File: config.mk
export PLATFORM = sky130hd
export DESIGN_NAME = instruction_fetch_unit
export DESIGN_NICKNAME = d
export VERILOG_FILES = /design/src/rtl/instruction_fetch_unit.sv
export SDC_FILE = /design/constraint.sdc
export NUM_CORES = 1
export LEC_CHECK = 0
export BUFFER_PORTS_ARGS = -buffer_cell sky130_fd_sc_hd__clkbuf_2
export CORE_MARGIN = 5
export CORE_UTILIZATION = 50
export DETAILED_ROUTE_END_ITERATION = 8
export PLACE_DENSITY_LB_ADDON = 0.05
export SYNTH_ARGS = -nofsm -noshare
export SYNTH_HDL_FRONTEND = slang
export SYNTH_SLANG_ARGS = --single-unit
File: constraint.sdc
create_clock -name CLK -period 2.7 [get_ports CLK]
set_clock_uncertainty 0.05 [all_clocks]
set_input_delay 0.405 -clock CLK [delete_from_list [all_inputs] [get_ports CLK]]
set_output_delay 0.405 -clock CLK [all_outputs]
set_load 0.005 [all_outputs]
File: src/rtl/instruction_fetch_unit.sv
// Fetch stage and IF/ID register: owns the PC, issues busy-wait word reads, handles stall,
// redirect with in-flight drain, and a one-word buffer for words that complete during a stall.
module instruction_fetch_unit #(
  parameter logic [31:0] RESET_PC = 32'h0000_0000,
  parameter logic [31:0] NOP_WORD = 32'h0000_0013
) (
  input  logic        CLK,
  input  logic        RESET,
  input  logic        BRANCH_TAKEN,
  input  logic [31:0] BRANCH_TARGET,
  input  logic        HOLD,
  output logic        IMEM_READ,
  output logic [31:0] IMEM_ADDR,
  input  logic [31:0] IMEM_INSTRUCTION,
  input  logic        IMEM_BUSYWAIT,
  output logic [31:0] INSTRUCTION,
  output logic [31:0] PC,
  output logic [31:0] PC_PLUS_4,
  output logic        VALID
);

  typedef enum logic [1:0] {
    FETCH    = 2'd0,
    DRAIN    = 2'd1,
    BUFFERED = 2'd2
  } state_t;

  state_t      state;
  logic [31:0] pc_reg;
  logic [31:0] redirect_reg;
  logic [31:0] buf_reg;

  logic [31:0] target;
  logic [31:0] pc_seq;
  logic [1:0]  unused_target_bits;

  assign target             = {BRANCH_TARGET[31:2], 2'b00};
  assign unused_target_bits = BRANCH_TARGET[1:0];
  assign pc_seq             = pc_reg + 32'd4;

  // pc_reg only ever receives word-aligned values, so it drives the address directly.
  assign IMEM_READ = !RESET && (state != BUFFERED);
  assign IMEM_ADDR = pc_reg;

  always_ff @(posedge CLK) begin
    if (RESET) begin
      state        <= FETCH;
      pc_reg       <= {RESET_PC[31:2], 2'b00};
      redirect_reg <= 32'd0;
      buf_reg      <= 32'd0;
      INSTRUCTION  <= NOP_WORD;
      VALID        <= 1'b0;
      PC           <= RESET_PC;
      PC_PLUS_4    <= RESET_PC + 32'd4;
    end else begin
      case (state)
        FETCH: begin
          if (BRANCH_TAKEN) begin
            INSTRUCTION <= NOP_WORD;
            VALID       <= 1'b0;
            if (!IMEM_BUSYWAIT) begin
              pc_reg <= target;
            end else begin
              redirect_reg <= target;
              state        <= DRAIN;
            end
          end else if (HOLD) begin
            // A word landing during a stall is parked so it is never re-read.
            if (!IMEM_BUSYWAIT) begin
              buf_reg <= IMEM_INSTRUCTION;
              state   <= BUFFERED;
            end
          end else if (!IMEM_BUSYWAIT) begin
            INSTRUCTION <= IMEM_INSTRUCTION;
            VALID       <= 1'b1;
            PC          <= pc_reg;
            PC_PLUS_4   <= pc_seq;
            pc_reg      <= pc_seq;
          end else begin
            INSTRUCTION <= NOP_WORD;
            VALID       <= 1'b0;
          end
        end

        DRAIN: begin
          // The in-flight read must finish; its data belongs to the squashed path.
          INSTRUCTION <= NOP_WORD;
          VALID       <= 1'b0;
          if (BRANCH_TAKEN) begin
            redirect_reg <= target;
          end
          if (!IMEM_BUSYWAIT) begin
            pc_reg <= BRANCH_TAKEN ? target : redirect_reg;
            state  <= FETCH;
          end
        end

        BUFFERED: begin
          if (BRANCH_TAKEN) begin
            INSTRUCTION <= NOP_WORD;
            VALID       <= 1'b0;
            pc_reg      <= target;
            state       <= FETCH;
          end else if (!HOLD) begin
            INSTRUCTION <= buf_reg;
            VALID       <= 1'b1;
            PC          <= pc_reg;
            PC_PLUS_4   <= pc_seq;
            pc_reg      <= pc_seq;
            state       <= FETCH;
          end
        end

        default: begin
          state <= FETCH;
        end
      endcase
    end
  end

endmodule

# Word level (Yosys, flattened, before mapping)
# Cells that the tools add are included.
# totals
regBits	195
latch_bits	0
ramBits	0
mem_bits_ro	0
inputBits	69
output_inout_bits	130
wordCells	80
memories	0
# classes
n_addsub	1
mul	0
div_mod_pow	0
n_lt_le_gt_ge	0
eq_ne	16
shift	0
n_mux	41
n_bitwise	2
n_reduce_logical	12
# op_table
cell	count
32-bit 2-to-1 mux	22
32-bit one-hot mux with 2 select lines	3
32-bit one-hot mux with 3 select lines	2
32-bit by 3-bit adder with 32-bit output (second input constant)	1
2-bit inequality test (second input constant)	9
3-bit inequality test (second input constant)	5
2-bit 2-to-1 mux	7
5-bit AND reduction	2
2-bit one-hot mux with 3 select lines	1
3-bit AND reduction	2
6-bit AND reduction	1
1-bit 2-to-1 mux	5
4-bit AND reduction	1
2-bit nonzero test	2
1-bit one-hot mux with 3 select lines	1
3-bit nonzero test	1
2-bit by 1-bit == test with 1-bit output (second input constant)	1
2-bit == test (second input constant)	1
2-bit zero test	1
1-bit inverter	2
1-bit logical AND	1
1-bit zero test	1

# Longest topological paths before layout
# logic_depth
depth_word	5
mapped_depth	10
ltp_nobuf	7

# Worst setup path before layout
# Ideal clock, no wire load.
# synth_timing
kind	reg-to-reg
from	register state[0]
to	register pc_reg[6] (netlist: IMEM_ADDR[6])
setup_time_ns	0.128
t_arrival_ns	1.912
required_ns	2.522
path_slack_ns	0.611
stages_incl_launch_ff	11
n_path_buf	3
synth_period_minus_slack_ns	2.089
path_cell_list	dfxtp_1 > inv_1 > ha_1 > clkbuf_1 > o21ai_0 > o211a_1 > clkbuf_1 > clkbuf_1 > o21ai_0 > a2bb2oi_1 > nor2_1
# synth_between
elab_chain_cells	3
elab_cells_between_ends	10
cone_classes	eq/ne (6); mux (1); reduce/logical (3)
# synth_rtl
element	line	rtl
start, declared	28	state_t state;
start signal, assigned	47	state <= FETCH;
start signal, assigned	65	state <= DRAIN;
start signal, assigned	71	state <= BUFFERED;
2-bit == test, or another cell as far along	56	case (state)
3-bit inequality test (no line), or another cell as far along	-	
5-bit AND reduction (no line)	-	
end signal, assigned	48	pc_reg <= {RESET_PC[31:2], 2'b00};
end signal, assigned	62	pc_reg <= target;
end signal, assigned	78	pc_reg <= pc_seq;
end, declared	29	logic [31:0] pc_reg;
# Several ways; a longest one is shown, not always the timed one.
# A chain may end at the register's enable or synchronous reset.

# Worst setup path after layout
# layout_timing
from	register pc_reg[2] (netlist: IMEM_ADDR[2])
to	register pc_reg[18] (netlist: IMEM_ADDR[18])
# layout_between
elab_chain_cells	5
elab_cells_between_ends	7
cone_classes	add/sub (1); mux (6)
# layout_rtl
element	line	rtl
32-bit by 3-bit adder with 32-bit output (*)	39	assign pc_seq = pc_reg + 32'd4;
32-bit 2-to-1 mux	73	end else if (!IMEM_BUSYWAIT) begin
32-bit 2-to-1 mux	67	end else if (HOLD) begin
32-bit 2-to-1 mux	58	if (BRANCH_TAKEN) begin
32-bit one-hot mux with 3 select lines (*)	56	
# Mark *: on every way between the ends. The rest lies on a longest branch, timed or not. The select of a mux whose other input is x is not followed.

==> run metrics <==
Post-synth EDFFs=0; reg2reg end=IMEM_ADDR[18]; yosys warns=0; CTS H-Tree Depth=4; Max VDD drop=0.463 mV; WP buf/inv=0; Hold Startpoint=IMEM_INSTRUCTION[13]; fin crit share=0.853; setup violators final=0; Reg-to-Reg Start=IMEM_ADDR[2]; Initial Utilization=0.510; TritonRoute pass-1 iters=6; global-route wire length before repair=40700 um; Routed WL=25000 um; final core occ=0.618; Mapped Area=0.00846 mm^2; combinational share of power=0.155; PD cells=652 mW/mm^2; post-CTS setup buffer count=0; most common cell after layout, fill and taps aside=nand2_1; CTS buffer count=17; vias per cell=5.57; slew margin rel.=0.560; RSZ-0062 raised after global routing=false; register area=0.00386 mm^2; final hold vios=0; Least-Margin Pin Slew=0.654 ns; hold endpoint=buf_reg[13]; most frequent cells in the layout=237 x nand2_1, 195 x clkbuf_2, 193 x dfxtp_1; Multi-input gate area=0.00412 mm^2; crit path launch type=flop; FFs w/ async S/R, synth=0; Final Power=6.68 mW; Mapped Cells=1077; CP Capture Type=flop; core area=0.0166 mm^2; DRT antenna net count=0; achievable frequency=0.434 GHz; clk_lat worst skew=0.42 ns; Die Area=0.0196 mm^2; Chip Height=140 um; initial drt markers=640; Crit Path Class=flop to flop; sequential power share=0.474; main flop type after synthesis=dfxtp_1; R2R Setup Slk=0.40 ns; syn_nets=1151; internal power=4.74 mW; share of cells above drive strength 1=0.226; register area share after synthesis=0.457; Yosys reg bits=193; CTS Hold Bufs=0; r2r worst-path depth=6; outcome=finished, final reports clean; clock buffer depth=2; fin nets=1308; all-layer global routing usage=0.252; worst min path class=input port to flop; Layout area overhead=21.2%; Fill cells=1587; WL per Instance=17.0 um; vias in the first global route=7447; Net Sw Power=1.94 mW; initial antenna violation count=1; total negative slack=0 ns; die width=140 um; Post-DP HPWL=17300 um; vias=8177; PostCTS Resize Cnt=0; drt drc=0; average size of a mapped cell=7.85 um^2; static leakage=4.09 nW; Slew Viols, Final=0; depth of the worst hold-timing path=3; Critical Path RT=3.02 ns; max incr delay on CP=0.56 ns; Clk pwr share=0.370; CTS sink cnt=193; largest net degree at the start of global routing=75; Cell Area, Placed=0.00968 mm^2; io pins=199; CP delay by family, top=simple AND/OR/NAND/NOR gates; clock slew at reported path FFs=0.07 ns; CTS tree=done; crit path DAT=2.63 ns; RD Place Congestion=0.891; final instance area=0.0103 mm^2; post-synthesis cell type count=54; switching power share of the total=0.290; Crit Path Max Fanout=9; GRT overflow=0; Tmin final=2.30 ns; Critical Path, Cell by Cell=ha_1 -> and3_1 -> nand4_4 -> or4_1 -> a211oi_1 -> a31o_1; Root Buffer=clkbuf_16; Buffers on Ports=196; Cell Rows=47; slowest cell on the critical path=or4_1; max-cap violation count=0
[power groups by stage]
stage	sequential, mW	combinational, mW	clock (mW)
finish	3.17	1.04	2.47
global route	3.19	1.16	2.66
CTS	3.17	1.04	2.53
detailed placement	3.23	1.03	0
global placement	3.23	1.03	0
floorplan	3.20	0.623	0
[worst max path at each step]
| stage | start | endpoint | slack (ns) | depth (start not counted) |
|---|---|---|---|---|
| CTS | IMEM_ADDR[2] | IMEM_ADDR[18] | 0.40 | 6 |
| global route | state[1] | IMEM_ADDR[28] | 0.12 | 7 |
| detailed placement | IMEM_ADDR[2] | IMEM_ADDR[18] | 0.44 | 6 |
| finish | IMEM_ADDR[2] | IMEM_ADDR[18] | 0.40 | 6 |
| global placement | IMEM_ADDR[2] | IMEM_ADDR[18] | 0.48 | 6 |
| floorplan | state[0] | IMEM_ADDR[6] | 0.61 | 10 |
[final cells by class]
cell class | count | share of cell area
Multi-Input combinational cell | 766 | 0.402
Sequential cell | 193 | 0.377
Timing Repair Buffer | 238 | 0.132
Clock buffer | 18 | 0.0419
Tap cell | 220 | 0.0268
Clock inverter | 14 | 0.0140
Inverter | 18 | 0.00659
Antenna cell | 1 | 0.000244
[synthesized netlist by cell type (6+ instances only)]
cell | number | share of area
a211oi_1 | 15 | 0.013
a21oi_1 | 147 | 0.087
a221oi_1 | 33 | 0.034
a31oi_1 | 6 | 0.0044
and3_1 | 14 | 0.010
buf_2 | 10 | 0.0059
buf_4 | 8 | 0.0071
clkbuf_1 | 77 | 0.034
dfxtp_1 | 193 | 0.46
inv_1 | 18 | 0.0080
mux2i_1 | 7 | 0.0083
nand2_1 | 237 | 0.11
nand3_1 | 14 | 0.0083
nand4_1 | 10 | 0.0074
nor2_1 | 66 | 0.029
nor3_1 | 46 | 0.027
o211ai_1 | 8 | 0.0071
o21a_1 | 6 | 0.0053
o21ai_0 | 55 | 0.033
o32ai_1 | 6 | 0.0062
xnor2_1 | 15 | 0.016
xor2_1 | 11 | 0.011
[metrics by stage]
| step | hold WS, ns | std cells | setup slack [ns] |
|---|---|---|---|
| 2_1_floorplan | 0.381 | 1077 | 0.611 |
| 3_3_place_gp | 0.387 | 1435 | 0.479 |
| 3_5_place_dp | 0.392 | 1435 | 0.436 |
| 4_1_cts | 0.138 | 1467 | 0.400 |
| 5_1_grt | 0.134 | 1468 | 0.120 |
| 6_report | 0.159 | 1468 | 0.398 |
[per-layer routing]
metal / wire length (um) / up-vias / global-route usage
met4: 265 / 0 / 0.0581
met1: 11900 / 3762 / 0.388
met2: 10700 / 298 / 0.358
li1: - / 4097 / -
met3: 2040 / 20 / 0.0559
met5: 0 / - / 0
[kinds of logic (layout without fill, tap and decap cells)]
logic type | Yosys count | in the layout | synth area share
adder cells (fa/ha/maj) | 5 | 5 | 0.00740
buffers and inverters | 118 | 288 | 0.0576
AO/OA/AOI/OAI | 309 | 309 | 0.223
multiplexers | 7 | 7 | 0.00829
other | 0 | 1 | 0
flip-flops | 193 | 193 | 0.457
XOR/XNOR | 26 | 26 | 0.0269
AND/OR/NAND/NOR | 419 | 419 | 0.220
[worst reg2reg max path: cells and delay by family, from the launching register on]
family | cells | cell delay [ns]
compound gates | 2 | 0.38
fa+ha+maj | 1 | 0.27
simple gates | 3 | 1.06
flops | 1 | 0.51
Power figures use the tool's default switching activity.
